==> config.mk <==
export PLATFORM = sky130hd
export DESIGN_NAME = bip_report_tx
export DESIGN_NICKNAME = d
export VERILOG_FILES = /design/src/rtl/bip_report_tx.sv
export SDC_FILE = /design/constraint.sdc
export NUM_CORES = 1
export LEC_CHECK = 0
export ABC_CLOCK_PERIOD_IN_PS = 6120
export BUFFER_PORTS_ARGS = -buffer_cell sky130_fd_sc_hd__clkbuf_2
export CAP_MARGIN = 20
export CELL_PAD_IN_SITES_DETAIL_PLACEMENT = 1
export CELL_PAD_IN_SITES_GLOBAL_PLACEMENT = 1
export CORE_AREA = 2 2 93 131
export CTS_CLUSTER_SIZE = 16
export DETAILED_ROUTE_END_ITERATION = 12
export DIE_AREA = 0 0 95 133
export GPL_ROUTABILITY_DRIVEN = 0
export PLACE_DENSITY = 0.72
export SETUP_SLACK_MARGIN = 0.1
export SLEW_MARGIN = 20
export SYNTH_ARGS = -nofsm -noshare
export SYNTH_HDL_FRONTEND = slang
export SYNTH_SLANG_ARGS = --single-unit
export TNS_END_PERCENT = 10
==> constraint.sdc <==
create_clock -name clk -period 6.12 [get_ports clk]
set_input_delay 0.306 -clock clk [delete_from_list [all_inputs] [get_ports clk]]
set_output_delay 0.306 -clock clk [all_outputs]
set_load 0.02 [all_outputs]
==> src/rtl/bip_report_tx.sv <==
// bip_report_tx
// Sits behind the BIP processor. It counts clock cycles from reset release
// until the CPU raises halt. When halt arrives it latches the accumulator and
// the cycle count, then sends them on tx as one 8N1 UART frame:
//   HEADER, acc[15:8], acc[7:0], count bytes MSB-first (CNT_WIDTH/8 of them)
// All bit timing comes from a shared 16x-oversampling baud tick (s_tick).
//
// Ports
//   clk     in   system clock, rising edge
//   reset   in   asynchronous, active-low reset
//   halt    in   CPU halt (level or pulse), sampled on clk
//   acc     in   CPU accumulator
//   s_tick  in   one-clk pulse at 16x baud
//   tx      out  serial line, idles high
//   busy    out  high while a frame is in flight
//   done    out  one-cycle pulse after the last stop bit
//   cycles  out  live cycle counter, frozen once halt is captured
//
// Top FSM
//   state  | meaning
//   RUN    | counting cycles, waiting for halt
//   SEND   | frame in flight, serializer sub-FSM active
//   FIN    | last stop bit finished, pulse done
//   HALTED | frame sent, idle until reset
//
// Serializer sub-FSM (only advances in SEND)
//   state     | meaning
//   SER_START | start bit (tx=0), 16 ticks
//   SER_DATA  | 8 data bits LSB first, 16 ticks each
//   SER_STOP  | stop bit (tx=1), SB_TICK ticks
//
// CNT_WIDTH must be a multiple of 8 and no larger than 16. DATA_WIDTH is
// fixed at 16 because the frame always carries two accumulator bytes.

module bip_report_tx #(
  parameter int         DATA_WIDTH = 16,
  parameter int         CNT_WIDTH  = 16,
  parameter int         SB_TICK    = 16,
  parameter logic [7:0] HEADER     = 8'hA5
) (
  input  logic                  clk,
  input  logic                  reset,
  input  logic                  halt,
  input  logic [DATA_WIDTH-1:0] acc,
  input  logic                  s_tick,
  output logic                  tx,
  output logic                  busy,
  output logic                  done,
  output logic [CNT_WIDTH-1:0]  cycles
);

  localparam int                 NUM_BYTES = 3 + CNT_WIDTH / 8;
  localparam int                 FRAME_W   = 8 * NUM_BYTES;
  localparam logic [2:0]         LAST_BYTE = 3'(NUM_BYTES - 1);
  localparam logic [3:0]         SB_LAST   = 4'(SB_TICK - 1);
  localparam logic [CNT_WIDTH-1:0] CNT_MAX = '1;
  localparam logic [CNT_WIDTH-1:0] CNT_ONE = {{(CNT_WIDTH-1){1'b0}}, 1'b1};

  typedef enum logic [1:0] {RUN, SEND, FIN, HALTED} top_state_t;
  typedef enum logic [1:0] {SER_START, SER_DATA, SER_STOP} ser_state_t;

  top_state_t             state;
  ser_state_t             ser;
  logic [3:0]             t;
  logic [2:0]             n;
  logic [7:0]             shreg;
  logic [2:0]             byte_idx;
  logic [DATA_WIDTH-1:0]  acc_q;
  logic [CNT_WIDTH-1:0]   cnt_q;

  logic [FRAME_W-1:0]     frame;
  logic [2:0]             next_idx;
  logic [7:0]             next_byte;

  // Whole frame as one vector, byte 0 in the top bits. The header is a
  // constant, so only acc_q/cnt_q need to be latched.
  assign frame    = {HEADER, acc_q, cnt_q};
  assign next_idx = byte_idx + 3'd1;

  always_comb begin
    next_byte = HEADER;
    for (int i = 0; i < NUM_BYTES; i++) begin
      if (next_idx == 3'(i)) next_byte = frame[FRAME_W-8-8*i +: 8];
    end
  end

  always_ff @(posedge clk or negedge reset) begin
    if (!reset) begin
      state    <= RUN;
      ser      <= SER_START;
      t        <= 4'd0;
      n        <= 3'd0;
      shreg    <= 8'd0;
      byte_idx <= 3'd0;
      acc_q    <= '0;
      cnt_q    <= '0;
      cycles   <= '0;
      tx       <= 1'b1;
      busy     <= 1'b0;
      done     <= 1'b0;
    end else begin
      done <= 1'b0;
      case (state)
        RUN: begin
          if (halt) begin
            // Capture the count as it stood before this edge. The start
            // bit begins right away; the header needs no latching.
            acc_q    <= acc;
            cnt_q    <= cycles;
            busy     <= 1'b1;
            byte_idx <= 3'd0;
            shreg    <= HEADER;
            ser      <= SER_START;
            t        <= 4'd0;
            n        <= 3'd0;
            tx       <= 1'b0;
            state    <= SEND;
          end else if (cycles != CNT_MAX) begin
            cycles <= cycles + CNT_ONE;
          end
        end

        SEND: begin
          // The serializer only moves on a tick, so a missing s_tick
          // holds tx at its current level.
          if (s_tick) begin
            case (ser)
              SER_START: begin
                if (t == 4'd15) begin
                  t   <= 4'd0;
                  tx  <= shreg[0];
                  ser <= SER_DATA;
                end else begin
                  t <= t + 4'd1;
                end
              end

              SER_DATA: begin
                if (t == 4'd15) begin
                  t <= 4'd0;
                  if (n == 3'd7) begin
                    n   <= 3'd0;
                    tx  <= 1'b1;
                    ser <= SER_STOP;
                  end else begin
                    n     <= n + 3'd1;
                    shreg <= {1'b0, shreg[7:1]};
                    tx    <= shreg[1];
                  end
                end else begin
                  t <= t + 4'd1;
                end
              end

              SER_STOP: begin
                if (t == SB_LAST) begin
                  t <= 4'd0;
                  if (byte_idx == LAST_BYTE) begin
                    state <= FIN;
                  end else begin
                    // Next start bit follows the stop bit with no idle gap.
                    byte_idx <= next_idx;
                    shreg    <= next_byte;
                    tx       <= 1'b0;
                    ser      <= SER_START;
                  end
                end else begin
                  t <= t + 4'd1;
                end
              end

              default: ser <= SER_START;
            endcase
          end
        end

        FIN: begin
          done  <= 1'b1;
          busy  <= 1'b0;
          tx    <= 1'b1;
          state <= HALTED;
        end

        HALTED: begin
          tx <= 1'b1;
        end

        default: state <= RUN;
      endcase
    end
  end

endmodule

==> results of run 1 <==
cell usage in the layout, fill, tap and decap left out, drive strengths merged, types with 7 or more instances in the layout:
master / synthesis / final
mux2: 34 / 34
inv: 21 / 21
xnor2: 9 / 9
a22o: 7 / 7
dfrtp: 72 / 72
a221oi: 8 / 8
nand2: 31 / 31
nor2b: 12 / 12
nand3: 17 / 17
o21ai: 9 / 9
ha: 21 / 21
nor2: 16 / 16
clkbuf: 8 / 48
routing by layer:
layer,part of all wire (%),up-vias,track usage (%),wire length (µm)
met5,0,-,0,0
met4,2.3,0,7.81,210
met3,2.1,15,1.88,194
met2,52,38,27.2,4860
met1,43,1462,19.6,4020
li1,-,1373,-,-
final cells by class:
cell class | count | area share, %
Clock buffer | 11 | 5.60
Clock inverter | 4 | 0.637
Inverter | 21 | 1.75
Multi-Input combinational cell | 247 | 42.9
Sequential cell | 73 | 40.5
Tap cell | 147 | 4.07
Timing Repair Buffer | 40 | 4.54
metrics by stage:
step                      utilization [%]  std cells  instance area (µm²)  total power [µW]  setup WS [ns]
after floorplan                         -        356                 3920               665           4.19
final                                39.0        543                 4520              1210           3.35
after global placement               36.6        528                 4240               703           3.52
after CTS                            39.0        543                 4520              1220           3.33
after global routing                 39.0        543                 4520              1270           3.15
after detailed placement             36.6        528                 4240               717           3.35
how the worst max path moves through the flow:
stage | from | endpoint | slack (ns) | cells after the start
after global placement | state[1] | shreg[5] | 3.52 | 6
after global routing | state[1] | shreg[5] | 3.15 | 6
after CTS | state[1] | shreg[5] | 3.33 | 6
final | state[1] | shreg[5] | 3.35 | 6
after floorplan | state[0] | shreg[0] | 4.19 | 7
after detailed placement | state[1] | shreg[5] | 3.35 | 6
report_power, final:
group	internal (µW)	switching, µW	total (µW)
clock	294	205	499
sequential	534	35.3	569
combinational	65.4	74.2	140
state kept, by name, indices dropped and copies added (netlist names):
signal / cells
acc_q: 16
cnt_q: 16
cycles: 16
shreg: 8
t: 4
byte_idx: 3
n: 3
ser: 2
state: 2
busy: 1
done: 1
tx: 1
logic make-up (layout without fill, tap and decap cells):
group                    after synthesis  count (layout)  share of synthesized area (%)
AO/OA/AOI/OAI                         68              68                           14.2
XOR/XNOR                              12              12                           2.88
adder cells (fa/ha/maj)               21              21                           6.71
buffers and inverters                 36              76                           3.77
flip-flops                            73              73                           46.7
multiplexers                          38              38                           10.8
AND/OR/NAND/NOR                      108             108                           15.0
cell usage after synthesis, types with 3 or more instances:
cell                       number  share of area [%]
sky130_fd_sc_hd__a21oi_1        3               0.38
sky130_fd_sc_hd__a221oi_1       8                1.8
sky130_fd_sc_hd__a22o_1         7                1.6
sky130_fd_sc_hd__a31oi_1        3               0.48
sky130_fd_sc_hd__and3_1         6               0.96
sky130_fd_sc_hd__buf_2          4               0.51
sky130_fd_sc_hd__clkbuf_1       8               0.77
sky130_fd_sc_hd__dfrtp_1       72                 46
sky130_fd_sc_hd__ha_1          21                6.7
sky130_fd_sc_hd__inv_1         21                2.0
sky130_fd_sc_hd__mux2_2        33                9.5
sky130_fd_sc_hd__mux2i_1        4                1.0
sky130_fd_sc_hd__nand2_1       30                2.9
sky130_fd_sc_hd__nand2b_1       3               0.48
sky130_fd_sc_hd__nand3_1       15                1.9
sky130_fd_sc_hd__nand3b_1       3               0.58
sky130_fd_sc_hd__nand4_1        5               0.80
sky130_fd_sc_hd__nand4b_1       3               0.67
sky130_fd_sc_hd__nor2_1        16                1.5
sky130_fd_sc_hd__nor2b_1       12                1.9
sky130_fd_sc_hd__nor3b_1        3               0.58
sky130_fd_sc_hd__o21ai_0        9                1.2
sky130_fd_sc_hd__o221a_2        3               0.86
sky130_fd_sc_hd__o22ai_1        3               0.48
sky130_fd_sc_hd__o311a_1        4                1.0
sky130_fd_sc_hd__o32a_1         3               0.77
sky130_fd_sc_hd__o32ai_1        4               0.89
sky130_fd_sc_hd__or3_1          3               0.48
sky130_fd_sc_hd__xnor2_1        9                2.0
==> out/results.ini, run 1 <==
[outcome]
run_status = complete, no violations

[route]
initialDrtViolationCount = 119
route.vias.total = 2888
route.detailed.drc = 0
total_routed_wirelength_um = 9280
vias_per_cell = 5.32
firstDrtPassIters = 6
post_drt_wl_per_cell_um = 17.1
final_antenna_net_count = 0

[yosys]
mappedNetlistNets = 397
synth_enable_flop_cells = 0
synthDistinctLibCells = 61
synth_flop_type = sky130_fd_sc_hd__dfrtp_1
ys.warnings.count = 0
synth_area_um2 = 3920
postSynthRegisterBits = 73
portion_of_the_post_synthesis_area_used_by_sequential_elements_pct = 46.7
ys_async_sr_fraction_pct = 100
synth_cells = 356
avgSynthCellArea_um2 = 11.0

[worst_setup_path]
crit_slowest_cell = sky130_fd_sc_hd__ha_1
critPathMaxFanout = 26
critPathTopFamily = compound AO/OA/AOI/OAI gates
timing.critical_path.slowest_cell_delay_ns = 0.78
arrival_ns = 2.99
critPathRequiredTime_ns = 6.34
cp_num_buf_inv = 1
critical_path.reg2reg.startpoint = state[1]
endpoint_kind = register
rr_endpoint = shreg[5]
setup.worst_path.start_class = register
worst_reg2reg_path_length_in_cells = 6
timing.reg2reg.setup_slack_ns = 3.35
timing.critical_path.cells = inv_1 > ha_1 > mux2i_1 > a311oi_2 > nand3_2 > o32a_1
critical_path_type = register to register

[timing]
timing_max_transition_violations_final = 0
skew_final_ns = 0.00582
worst_slew_margin_rel_pct = 38.2
finalCritPeriodShare_pct = 45.2
setup_viol = 0
setup-tns-final_ns = 0
fmax_ghz = 0.362
min_period_ns = 2.77
worstMarginPinSlew_ns = 0.927
finalHoldViolations = 0
rsz0062_at_grt = no
timing.hold.ws_ns = 0.197

[final_layout]
final.fill_count = 1275
sequential_cell_area_um2 = 1830
post_route_cells_drive_above_1_share_pct = 25.8
finish.net_count = 433
ant_cells = 0
area_growth_syn_to_layout_pct = 15.4
multi_input_comb_area_um2 = 1940

[clock_tree]
cts_made_buffers = 9
tritoncts = built
clock_tree.buffer_depth = 2
clk_latency_ns = 0.34
cts_setup_buffers = 0
clock-root-buffer = sky130_fd_sc_hd__clkbuf_16
clkSinkCount = 73
post_cts.resized_instances = 0
clkSlewWorstSetupHoldPaths_ns = 0.06
h-tree-depth = 3
post_cts_hold_buffer_count = 0

[power]
cellPowerDensity_nw_per_um2 = 267
static_leakage_power_uw = 0.00217
peakVddDrop_mv = 0.142

[min_path]
hold_path_class = input port to asynchronous set/reset pin

[global_routing]
track_usage_pct = 15.9
overflow = 0
grt_pass1_vias = 3174
initial_antenna_violation_count = 0
grt_start_max_net_pins = 74
wire_length_of_the_first_global_routing_pass_um = 15800

[floorplanning]
floorplan.initialDensity_pct = 33.8
floorplan.die.height_um = 133
design.core.area_um2 = 11600
design.portCount = 39
design.die.area_um2 = 12600
rows = 47
width_of_the_die_um = 95

[placed_design]
portBuffers = 38
place_hpwl_um = 6600

[job]
max_cap_viol_count = 0

(Power assumes the default switching activity.)
==> run 2, diff against run 1 <==
- ABC_CLOCK_PERIOD_IN_PS: 6120 -> 2600
- clock period: 6.12 -> 2.6 ns (I/O delays scaled with it)
==> out/results.ini, run 2 (synthesis gave the netlist of run 1 again) <==
[outcome]
run_status = complete, no violations

[floorplanning]
floorplan.die.height_um = 133  ; unchanged
design.portCount = 39  ; unchanged
rows = 47  ; unchanged
floorplan.initialDensity_pct = 33.8  ; unchanged
width_of_the_die_um = 95  ; unchanged
design.die.area_um2 = 12600  ; unchanged
design.core.area_um2 = 11600  ; unchanged

[power]
part_of_the_power_in_registers_pct = 47.3  ; +0.2 points
cellPowerDensity_nw_per_um2 = 621  ; +130%
internal_power_uw = 2110  ; +140%
power_switching_uw = 724  ; +130%
clock_power_share_pct = 41.2  ; about the same
static_leakage_power_uw = 0.00219  ; +0.97%
post_layout_total_power_uw = 2840  ; +130%
comb_power_share_pct = 11.5  ; about the same
power.share.switching_pct = 25.6  ; -0.49 points
peakVddDrop_mv = 0.321  ; +130%

[placed_design]
portBuffers = 38  ; unchanged
placement.setup.worst_slack_ns = 0.314  ; -3.04 ns
place_hpwl_um = 7000  ; +6.1%
numPlacedInstances = 531  ; +0.57%

[clock_tree]
clkSinkCount = 73  ; unchanged
clk_latency_ns = 0.34  ; about the same
cts_setup_buffers = 0  ; unchanged
cts_made_buffers = 9  ; unchanged
tritoncts = built
clkSlewWorstSetupHoldPaths_ns = 0.06  ; about the same
h-tree-depth = 3  ; unchanged
clock-root-buffer = sky130_fd_sc_hd__clkbuf_16
clock_tree.buffer_depth = 2  ; unchanged

[final_layout]
ant_cells = 0  ; unchanged
final.fill_count = 1305  ; +2.4%
post_route_cells_drive_above_1_share_pct = 26.4  ; +0.68 points
finish.net_count = 437  ; +0.92%
fin_cells = 548  ; +0.92%
commonest_non_fill_non_tap_cells_in_the_layout = 72 x sky130_fd_sc_hd__dfrtp_1, 37 x sky130_fd_sc_hd__clkbuf_2, 33 x sky130_fd_sc_hd__mux2_2
largest_registers = acc_q: 16 flops, cnt_q: 16 flops, cycles: 16 flops
layout.cells.most_common = sky130_fd_sc_hd__dfrtp_1
area_growth_syn_to_layout_pct = 16.7

[route]
post_drt_wl_per_cell_um = 17.4  ; +1.6%
route.vias.total = 2900  ; +0.42%
route.detailed.drc = 0  ; unchanged
firstDrtPassIters = 4  ; -2
vias_per_cell = 5.29  ; -0.50%
total_routed_wirelength_um = 9520  ; +2.5%
initialDrtViolationCount = 140  ; +18%
final_antenna_net_count = 0  ; unchanged

[timing]
worst_slew_margin_rel_pct = 49.0  ; +11 points
setup_viol = 0  ; unchanged
worstMarginPinSlew_ns = 0.764  ; -0.163 ns
rsz0062_at_grt = no
timing.hold.ws_ns = 0.0234  ; -0.174 ns
skew_final_ns = 0.00578  ; -0.0000434 ns
finalCritPeriodShare_pct = 88.2  ; +43 points
timing_max_transition_violations_final = 0  ; unchanged
fmax_ghz = 0.436  ; +21%
post-route-worst-setup-slack_ns = 0.308  ; -3.05 ns
finalHoldViolations = 0  ; unchanged
min_period_ns = 2.29  ; -0.474 ns
setup-tns-final_ns = 0  ; unchanged

[worst_setup_path]
critical_path_type = register to register
timing.reg2reg.setup_slack_ns = 0.31  ; -3.05 ns
setup.worst_path.start_class = register
arrival_ns = 2.51  ; -0.48 ns
endpoint_kind = register
critPathRequiredTime_ns = 2.82  ; -3.52 ns
critPathMaxFanout = 11  ; -58%

[global_routing]
grt_pass1_vias = 3146  ; -0.88%
wire_length_of_the_first_global_routing_pass_um = 15800  ; +0.30%
initial_antenna_violation_count = 0  ; unchanged
track_usage_pct = 16.2  ; +0.28 points
overflow = 0  ; unchanged
grt_start_max_net_pins = 44  ; -41%

[job]
max_cap_viol_count = 0  ; unchanged

[min_path]
hold_path_class = input port to register

## run 2: cell types whose count changed in the layout (fill, tap and decap cells not counted)
| cell | before | now |
|---|---|---|
| sky130_fd_sc_hd__buf_12 | 0 | 1 |
| sky130_fd_sc_hd__buf_4 | 2 | 4 |
| sky130_fd_sc_hd__clkbuf_1 | 0 | 1 |
| sky130_fd_sc_hd__clkinv_4 | 1 | 0 |
| sky130_fd_sc_hd__clkinvlp_4 | 2 | 3 |
| sky130_fd_sc_hd__dlygate4sd3_1 | 0 | 1 |
| sky130_fd_sc_hd__nor2b_1 | 12 | 11 |
| sky130_fd_sc_hd__nor2b_2 | 0 | 1 |
## run 2: power by group through the flow
| stage | clock [µW] | sequential (µW) | combinational (µW) |
|---|---|---|---|
| after global routing | 1250 | 1350 | 369 |
| after detailed placement | 0 | 1360 | 331 |
| after floorplan | 0 | 1340 | 223 |
| after global placement | 0 | 1350 | 306 |
| after CTS | 1190 | 1340 | 334 |
| final | 1170 | 1340 | 327 |
## run 2: worst max-delay path, cell delays in order, from the launching register on
cell and delay [ns]:
sky130_fd_sc_hd__dfrtp_1 0.45, sky130_fd_sc_hd__inv_1 0.13, sky130_fd_sc_hd__ha_1 0.35, sky130_fd_sc_hd__and3_1 0.29
sky130_fd_sc_hd__a211oi_1 0.34, sky130_fd_sc_hd__nand3_2 0.23, sky130_fd_sc_hd__o32a_1 0.39
## run 2: final timing paths
check / from / cells after the start / end
hold / removal: acc[2] / 2 / acc_q[2]
min in group asynchronous: reset / 2 / acc_q[7]
setup / recovery: byte_idx[0] / 6 / shreg[2]
setup reg to reg: byte_idx[0] / 6 / shreg[2]
hold reg to reg: t[3] / 1 / t[3]
max in group asynchronous: reset / 3 / tx
## run 2: cell type report
cell class	instances	area [µm²]	area share, %
Clock buffer	12	256	5.62
Clock inverter	4	27.5	0.603
Inverter	21	78.8	1.73
Multi-Input combinational cell	247	1940	42.5
Sequential cell	73	1830	40.0
Tap cell	147	184	4.03
Timing Repair Buffer	44	250	5.48
## run 2: metrics by stage
| step | area (µm²) | util, % |
|---|---|---|
| 3_3_place_gp | 4270 | 36.9 |
| 5_1_grt | 4570 | 39.4 |
| 4_1_cts | 4560 | 39.4 |
| 3_5_place_dp | 4270 | 36.9 |
| 2_1_floorplan | 3920 | - |
| 6_report | 4570 | 39.4 |
## run 2: repair_timing
item | 4_1_cts | 5_1_grt
endpoints found under the hold margin | 30 | 0
resized for setup | 0 | 1
hold buffers | 1 | 0
endpoints found under the setup margin | 0 | 1
## run 2: metal layers
layer / wire length (µm) / part of all wire, % / vias up / global-route usage (%)
li1: - / - / 1384 / -
met1: 4070 / 43 / 1467 / 19.8
met2: 5060 / 53 / 41 / 28.3
met3: 238 / 2.5 / 8 / 3.19
met4: 146 / 1.5 / 0 / 5.31
met5: 0 / 0 / - / 0
